==> config.mk <==
export PLATFORM = sky130hd
export DESIGN_NAME = if_stage
export DESIGN_NICKNAME = d
export VERILOG_FILES = /design/src/rtl/if_stage.sv
export SDC_FILE = /design/constraint.sdc
export NUM_CORES = 1
export LEC_CHECK = 0
export ABC_AREA = 1
export CAP_MARGIN = 10
export CORE_ASPECT_RATIO = 1.4
export CORE_MARGIN = 3
export CORE_UTILIZATION = 53
export DETAILED_ROUTE_END_ITERATION = 10
export MAX_ROUTING_LAYER = met4
export PLACE_DENSITY = 0.95
export SYNTH_ARGS = -nofsm -noshare
export SYNTH_HDL_FRONTEND = slang
export SYNTH_SLANG_ARGS = --single-unit
==> constraint.sdc <==
create_clock -name clk -period 3.2 [get_ports clk]
set_input_delay 0.32 -clock clk [delete_from_list [all_inputs] [get_ports clk]]
set_output_delay 0.32 -clock clk [all_outputs]
set_load 0.005 [all_outputs]
==> src/rtl/if_stage.sv <==
// Instruction fetch stage: one outstanding fetch, IF/ID pipeline register,
// one-entry skid buffer for responses that arrive while decode is stalled,
// and redirect handling that flushes IF/ID and discards in-flight responses.
module if_stage #(
    parameter logic [31:0] RESET_PC  = 32'h0000_0000,
    parameter logic [31:0] NOP_INSTR = 32'h0000_0013
) (
    input  logic        clk,
    input  logic        rst_n,
    input  logic        stall_i,
    input  logic        redirect_i,
    input  logic [31:0] redirect_pc_i,
    output logic        imem_req_o,
    output logic [31:0] imem_addr_o,
    input  logic        imem_rvalid_i,
    input  logic [31:0] imem_rdata_i,
    output logic        ifid_valid_o,
    output logic [31:0] ifid_pc_o,
    output logic [31:0] ifid_instr_o,
    output logic [6:0]  ifid_opcode_o
);

    typedef enum logic [2:0] {
        IDLE,
        REQ,
        WAIT,
        HOLD,
        DROP
    } state_t;

    state_t      state_reg, state_next;
    logic [31:0] pc_reg, pc_next;
    logic        req_reg;
    logic        ifid_valid_reg, ifid_valid_next;
    logic [31:0] ifid_pc_reg, ifid_pc_next;
    logic [31:0] ifid_instr_reg, ifid_instr_next;
    logic        skid_valid_reg, skid_valid_next;
    logic [31:0] skid_instr_reg, skid_instr_next;

    logic [31:0] pc_inc;
    logic        ifid_free;

    assign pc_inc    = pc_reg + 32'd4;
    assign ifid_free = !ifid_valid_reg || !stall_i;

    // Next-state, PC, IF/ID and skid-buffer update; redirect overrides everything last.
    always_comb begin
        state_next      = state_reg;
        pc_next         = pc_reg;
        ifid_valid_next = ifid_valid_reg;
        ifid_pc_next    = ifid_pc_reg;
        ifid_instr_next = ifid_instr_reg;
        skid_valid_next = skid_valid_reg;
        skid_instr_next = skid_instr_reg;

        // Decode takes the held instruction; a bubble replaces it unless refilled below.
        if (ifid_valid_reg && !stall_i) begin
            ifid_valid_next = 1'b0;
            ifid_instr_next = NOP_INSTR;
        end

        case (state_reg)
            IDLE: state_next = REQ;
            REQ:  state_next = WAIT;
            WAIT: begin
                if (imem_rvalid_i) begin
                    if (ifid_free) begin
                        ifid_valid_next = 1'b1;
                        ifid_pc_next    = pc_reg;
                        ifid_instr_next = imem_rdata_i;
                        pc_next         = pc_inc;
                        state_next      = REQ;
                    end else begin
                        skid_valid_next = 1'b1;
                        skid_instr_next = imem_rdata_i;
                        state_next      = HOLD;
                    end
                end
            end
            HOLD: begin
                if (!stall_i && skid_valid_reg) begin
                    ifid_valid_next = 1'b1;
                    ifid_pc_next    = pc_reg;
                    ifid_instr_next = skid_instr_reg;
                    skid_valid_next = 1'b0;
                    pc_next         = pc_inc;
                    state_next      = REQ;
                end
            end
            DROP: begin
                if (imem_rvalid_i) begin
                    state_next = REQ;
                end
            end
            default: state_next = IDLE;
        endcase

        if (redirect_i) begin
            pc_next         = {redirect_pc_i[31:2], 2'b00};
            ifid_valid_next = 1'b0;
            ifid_instr_next = NOP_INSTR;
            skid_valid_next = 1'b0;
            case (state_reg)
                REQ:     state_next = DROP;
                WAIT:    state_next = imem_rvalid_i ? REQ : DROP;
                DROP:    state_next = imem_rvalid_i ? REQ : DROP;
                default: state_next = REQ;
            endcase
        end
    end

    // State registers; the fetch request is registered so it is high exactly in REQ.
    always_ff @(posedge clk or negedge rst_n) begin
        if (!rst_n) begin
            state_reg      <= IDLE;
            pc_reg         <= RESET_PC;
            req_reg        <= 1'b0;
            ifid_valid_reg <= 1'b0;
            ifid_pc_reg    <= 32'h0000_0000;
            ifid_instr_reg <= NOP_INSTR;
            skid_valid_reg <= 1'b0;
            skid_instr_reg <= NOP_INSTR;
        end else begin
            state_reg      <= state_next;
            pc_reg         <= pc_next;
            req_reg        <= (state_next == REQ);
            ifid_valid_reg <= ifid_valid_next;
            ifid_pc_reg    <= ifid_pc_next;
            ifid_instr_reg <= ifid_instr_next;
            skid_valid_reg <= skid_valid_next;
            skid_instr_reg <= skid_instr_next;
        end
    end

    assign imem_req_o    = req_reg;
    assign imem_addr_o   = pc_reg;
    assign ifid_valid_o  = ifid_valid_reg;
    assign ifid_pc_o     = ifid_pc_reg;
    assign ifid_instr_o  = ifid_instr_reg;
    assign ifid_opcode_o = ifid_instr_reg[6:0];

endmodule

==> impl_metrics.env, run 1 <==
export IMPL_hpwl_um=12900
export IMPL_clock_path_buffers=2
export IMPL_synth_yosys_warnings=0
export IMPL_ys_ff_latch=130
export IMPL_clock_skew_final_ns=0.00837
export IMPL_synth_cell_types=31
export IMPL_critPathLaunchType="register"
export IMPL_area_delta_synth_final_pct=34.8
export IMPL_worstReg2RegStart="state_reg[2]"
export IMPL_antenna_found_initial=0
export IMPL_powerDensity_nw_per_um2=671
export IMPL_finalSetupViolCount=0
export IMPL_ctsRootBufferMaster="clkbuf_16"
export IMPL_final_nets=1095
export IMPL_finalCriticalPeriod_ns=2.25
export IMPL_vias=6457
export IMPL_yosys_area_top_type_share_pct=47.0
export IMPL_synth_ff_type="dfrtp_1"
export IMPL_finalHoldViolCount=1
export IMPL_holdBufCountCts=0
export IMPL_ios=174
export IMPL_antennaDiodeCount=0
export IMPL_worst_path_buf_inv=2
export IMPL_core_sq_um=12000
export IMPL_crit_chain="inv_2, nand2_2, nor2_4, nand2_4, nand2_4, inv_2, o21ai_0, nand4_1"
export IMPL_synthArstFlopShare_pct=100
export IMPL_worstSkewPairLatency_ns=0.41
export IMPL_clk_pin_slew_ns=0.06
export IMPL_hp_class="in2async"
export IMPL_die_area_sq_um=13900
export IMPL_path_depth=8
export IMPL_wl_per_cell_um=16.2
export IMPL_vias_per_cell=5.45
export IMPL_critical_path_max_stage_delay_ns=0.67
export IMPL_dr_pass1_iters=5
export IMPL_fmax_mhz=444
export IMPL_grt_first_pass_wirelength_um=31600
export IMPL_routabilityCongestion=0.908
export IMPL_cp_slowest_cell="inv_2"
export IMPL_drive_above_1_share_pct=6.07
export IMPL_synth_cells=880
export IMPL_grt_pass1_vias=6575
export IMPL_ys_top_cells_by_count="nand2_1 (284), dfrtp_1 (124), inv_1 (112)"
export IMPL_p_total_mw=5.98
export IMPL_htreeDepth=4
export IMPL_violations="negative hold slack"
export IMPL_fill_cells=867
export IMPL_fin_setup_tns_ns=0
export IMPL_die_y_um=138
export IMPL_synthTopCellsByArea="dfrtp_1 (47%), nand2_1 (16%), nand3_1 (6.7%)"
export IMPL_initial_utilization_pct=55.1
export IMPL_rows=47
export IMPL_yosys_area_top_type="dfrtp_1"
export IMPL_grt_overflow=0
export IMPL_cp_max_fo=51
export IMPL_cts_resized_gates=0
export IMPL_status="complete, but fails checks"
export IMPL_p_leak_nw=4.11
export IMPL_chipWidth_um=100
export IMPL_synth_edf_count=0
export IMPL_peakVddDrop_mv=0.360
export IMPL_reg2reg_depth=8
export IMPL_cts_tree="done"
export IMPL_cp_arrival_ns=2.59
export IMPL_synth_most_common_cell="nand2_1"
export IMPL_crit_start="state_reg[2]"
export IMPL_post_route_period_util_pct=70.5
export IMPL_rsz0062_at_grt="false"
export IMPL_seq_area_frac_synth_pct=49.3
export IMPL_cts_sinks=130
export IMPL_grt_max_degree=67
export IMPL_drt_total_wl_um=19200
export IMPL_drv_cap=0
export IMPL_cts_buffers=17
export IMPL_critPathKind="reg2reg"
export IMPL_whs_ns=-0.00000466
export IMPL_postSynthAreaPerCell_sq_um=7.51
export IMPL_drt_initial_drc_count=364
export IMPL_tightest_slew_ns=0.850
export IMPL_slew_violations=0
export IMPL_netlist_area_sq_um=6610
export IMPL_drc=0
export IMPL_drtAntennaViolNets=0
export IMPL_postCtsSetupRepairBufs=0
export IMPL_port_buffers=167
export IMPL_crit_family="simple AND/OR/NAND/NOR gates"
export IMPL_required_ns=3.53
export IMPL_grt_util_all_layers_pct=29.2
export IMPL_relSlewSlack_pct=43.3
export IMPL_end_kind="register"
area by class of cell:
| type | instances | area, sq um | share of cell area (%) |
|---|---|---|---|
| timing repair buffer | 175 | 1740 | 19.5 |
| sequential | 130 | 3260 | 36.6 |
| tap | 147 | 184 | 2.06 |
| multi-input combinational | 586 | 2660 | 29.8 |
| clock buffer | 19 | 453 | 5.08 |
| clock inverter | 13 | 183 | 2.05 |
| inverter | 115 | 432 | 4.85 |
layer usage:
metal  part of all wire [%]  GRT usage, %  vias to the layer above  wire [um]
li1                       -             -                     3067          -
met1                     37          32.6                     3029       7020
met2                     52          50.1                      310       9990
met3                    7.7          5.59                       51       1470
met4                    3.5          12.8                        0        679
met5                      0             -                        -          0
per-stage QoR:
stage	instance area (sq um)	hold WS [ns]	cells	util, %	worst slack (ns)
global placement	8270	0.455	1153	69.0	0.579
global route	8910	0.0545	1185	74.2	0.761
floorplan	6620	0.0244	883	-	1.68
CTS	8910	0.0345	1185	74.2	0.918
detailed placement	8270	0.458	1153	69.0	0.575
finish	8910	-0.00000466	1185	74.2	0.946
cell families after synthesis:
group / count (synthesis) / share of synthesized area (%)
other: 1 / 0.0567
AO/OA/AOI/OAI: 126 / 9.75
XOR/XNOR: 7 / 0.928
AND/OR/NAND/NOR: 448 / 29.1
adder cells (fa/ha/maj): 1 / 0.189
flip-flops: 130 / 49.3
buffers and inverters: 167 / 10.7
path summary, 6_finish.rpt:
check                      slack (ns)               end
max                              0.95   ifid_instr_o[0]
min                         -0.000005      ifid_pc_o[3]
max reg2reg                      0.95   ifid_instr_o[0]
min reg2reg                      0.47     ifid_pc_o[17]
max in group asynchronous        2.37  ifid_instr_o[28]
min in group clk                 0.47     ifid_pc_o[17]
report_power, final:
part / internal, mW / switching [mW]
registers: 2.00 / 0.301
clock network: 1.34 / 0.737
logic: 0.841 / 0.753
total: 4.19 / 1.79
cell usage in the layout, fill, tap and decap left out, drive strengths merged, types with 5 or more instances in the layout:
| cell type | instances |
|---|---|
| nand3 | 88 |
| dfrtp | 124 |
| inv | 116 |
| o21ai | 89 |
| xnor2 | 5 |
| dfstp | 6 |
| nand4 | 23 |
| nand2 | 288 |
| buf | 10 |
| clkbuf | 19 |
| a21oi | 33 |
| nor2 | 44 |
| clkdlybuf4s50 | 165 |
No activity file was read; power rests on OpenSTA's default activity.
==> run 2: changes to the inputs <==
--- a/config.mk
+++ b/config.mk
@@ -9,10 +9,10 @@
 export CAP_MARGIN = 10
 export CORE_ASPECT_RATIO = 1.4
 export CORE_MARGIN = 3
-export CORE_UTILIZATION = 53
+export CORE_UTILIZATION = 44
 export DETAILED_ROUTE_END_ITERATION = 10
 export MAX_ROUTING_LAYER = met4
-export PLACE_DENSITY = 0.95
+export PLACE_DENSITY = 0.88
 export SYNTH_ARGS = -nofsm -noshare
 export SYNTH_HDL_FRONTEND = slang
 export SYNTH_SLANG_ARGS = --single-unit
==> constraint.sdc (replaced) <==
create_clock -name clk -period 2 [get_ports clk]
set_input_delay 0.2 -clock clk [delete_from_list [all_inputs] [get_ports clk]]
set_output_delay 0.2 -clock clk [all_outputs]
set_load 0.005 [all_outputs]
==> run 2 against run 1 <==
- the flow now finishes without violations
- total power grew 59%
- setup slack lost 0.80 ns
- via count decreased by 0.51%
- register-to-register slack worse by 0.80 ns
- sequential power increased by 60%
- final area increased by 2.4%
- highest routed layer unchanged
==> impl_metrics.env, run 2 (synthesis gave the netlist of run 1 again) <==
export IMPL_status="complete, no violations"
export IMPL_required_ns=2.34
export IMPL_fill_cells=1224
export IMPL_grt_overflow=0
export IMPL_ctsRootBufferMaster="clkbuf_16"
export IMPL_cp_slowest_cell="nor2_1"
export IMPL_crit_chain="inv_2, nand2_2, nor2_4, nand2_4, nand2_4, nor2_1, nand2_1, nand3_1"
export IMPL_cp_max_fo=11
export IMPL_worstSkewPairLatency_ns=0.41
export IMPL_cp_arrival_ns=2.19
export IMPL_fin_setup_tns_ns=0
export IMPL_cts_buffers=17
export IMPL_slew_violations=0
export IMPL_die_area_sq_um=16500
export IMPL_post_place_ws_ns=-0.0606
export IMPL_crit_family="simple AND/OR/NAND/NOR gates"
export IMPL_p_total_mw=9.53
export IMPL_drtAntennaViolNets=0
export IMPL_cts_tree="done"
export IMPL_ios=174
export IMPL_tightest_slew_ns=0.886
export IMPL_fmax_mhz=540
export IMPL_cpMostUsedCell="nand2_4"
export IMPL_drc=0
export IMPL_rows=52
export IMPL_regArea_sq_um=3260
export IMPL_relSlewSlack_pct=40.7
export IMPL_area_delta_synth_final_pct=38.0
export IMPL_layout_commonest_cell="nand2_1"
export IMPL_p_leak_nw=4.20
export IMPL_core_sq_um=14600
export IMPL_final_core_util_pct=62.6
export IMPL_finalCriticalPeriod_ns=1.85
export IMPL_critPathKind="reg2reg"
export IMPL_most_common_layout_cells="nand2_1 (284), clkdlybuf4s50_1 (165), dfrtp_1 (124), inv_1 (112), nand3_1 (87)"
export IMPL_drt_initial_drc_count=324
export IMPL_hpwl_um=12900
export IMPL_chipWidth_um=110
export IMPL_vias_per_cell=5.18
export IMPL_multiInputGateArea_sq_um=2660
export IMPL_dr_pass1_iters=7
export IMPL_die_y_um=151
export IMPL_grt_util_all_layers_pct=24.1
export IMPL_routabilityCongestion=0.888
export IMPL_finalHoldViolCount=0
export IMPL_peakVddDrop_mv=0.612
export IMPL_clock_skew_final_ns=0.0100
export IMPL_hp_class="in2reg"
export IMPL_cts_sinks=130
export IMPL_wl_per_cell_um=15.1
export IMPL_vias=6424
export IMPL_final_nets=1109
export IMPL_drt_total_wl_um=18800
export IMPL_rsz0062_at_grt="false"
export IMPL_port_buffers=167
export IMPL_initial_utilization_pct=45.3
export IMPL_clk_pin_slew_ns=0.06
export IMPL_antennaDiodeCount=0
export IMPL_grt_pass1_vias=6290
export IMPL_clock_path_buffers=2
export IMPL_critical_path_max_stage_delay_ns=0.66
export IMPL_finalSetupViolCount=0
export IMPL_fin_ws_ns=0.147
export IMPL_powerDensity_nw_per_um2=1040
export IMPL_end_kind="register"
export IMPL_antenna_found_initial=0
export IMPL_drv_cap=0
export IMPL_drive_above_1_share_pct=7.13
export IMPL_grt_max_degree=59
export IMPL_post_route_period_util_pct=92.7
export IMPL_htreeDepth=4
export IMPL_critPathLaunchType="register"
export IMPL_worst_path_buf_inv=1
export IMPL_grt_first_pass_wirelength_um=30400
==> run 2: metal layers <==
metal | up-vias | routed length, um | GRT usage [%]
met3 | 49 | 1180 | 4.95
met5 | - | 0 | -
met4 | 0 | 649 | 10.5
li1 | 3085 | - | -
met1 | 3010 | 7270 | 27.6
met2 | 280 | 9700 | 40.6
==> run 2: worst paths after layout <==
path | slack [ns] | from | cells after the start | to
max | 0.15 | state_reg[2] | 8 | imem_addr_o[10]
min | 0.26 | redirect_i | 3 | imem_addr_o[15]
max reg2reg | 0.15 | state_reg[2] | 8 | imem_addr_o[10]
min reg2reg | 0.47 | ifid_pc_o[17] | 2 | ifid_pc_o[17]
max in group asynchronous | 1.02 | rst_n | 3 | skid_instr_reg[9]
min in group asynchronous | 0.33 | rst_n | 2 | ifid_pc_o[9]
==> run 2: worst reg2reg max path, delay by kind of cell, from the launching register on <==
kind / cells / cell delay, ns
DFF: 1 / 0.43
and+or+nand+nor: 7 / 1.28
buffers and inverters: 1 / 0.07
==> run 2: metrics by stage <==
stage / hold WS [ns] / cell area [sq um] / instances
finish: 0.261 / 9120 / 1241
global route: 0.282 / 9120 / 1241
CTS: 0.238 / 9120 / 1241
detailed placement: 0.213 / 8490 / 1208
global placement: 0.205 / 8490 / 1208
floorplan: -0.0956 / 6620 / 883
==> run 2: cell type report <==
type / count / area share (%)
Inverter: 115 / 4.73
Clock buffer: 20 / 4.79
Tap cell: 189 / 2.59
Sequential cell: 130 / 35.7
Timing Repair Buffer: 189 / 20.9
Multi-Input combinational cell: 586 / 29.2
Clock inverter: 12 / 2.00
==> run 2: what timing repair did <==
item | CTS | global route
endpoints found under the hold margin | 48 | 0
hold buffers | 1 | 0
buffers inserted | 0 | 0
setup endpoints to repair | 0 | 4
resized for setup | 0 | 2
==> run 2: where the power goes <==
group,total [mW],internal [mW],switching [mW]
Sequential,3.67,3.20,0.467
Combinational,2.59,1.39,1.20
Clock,3.27,2.09,1.18
Total,9.53,6.69,2.84
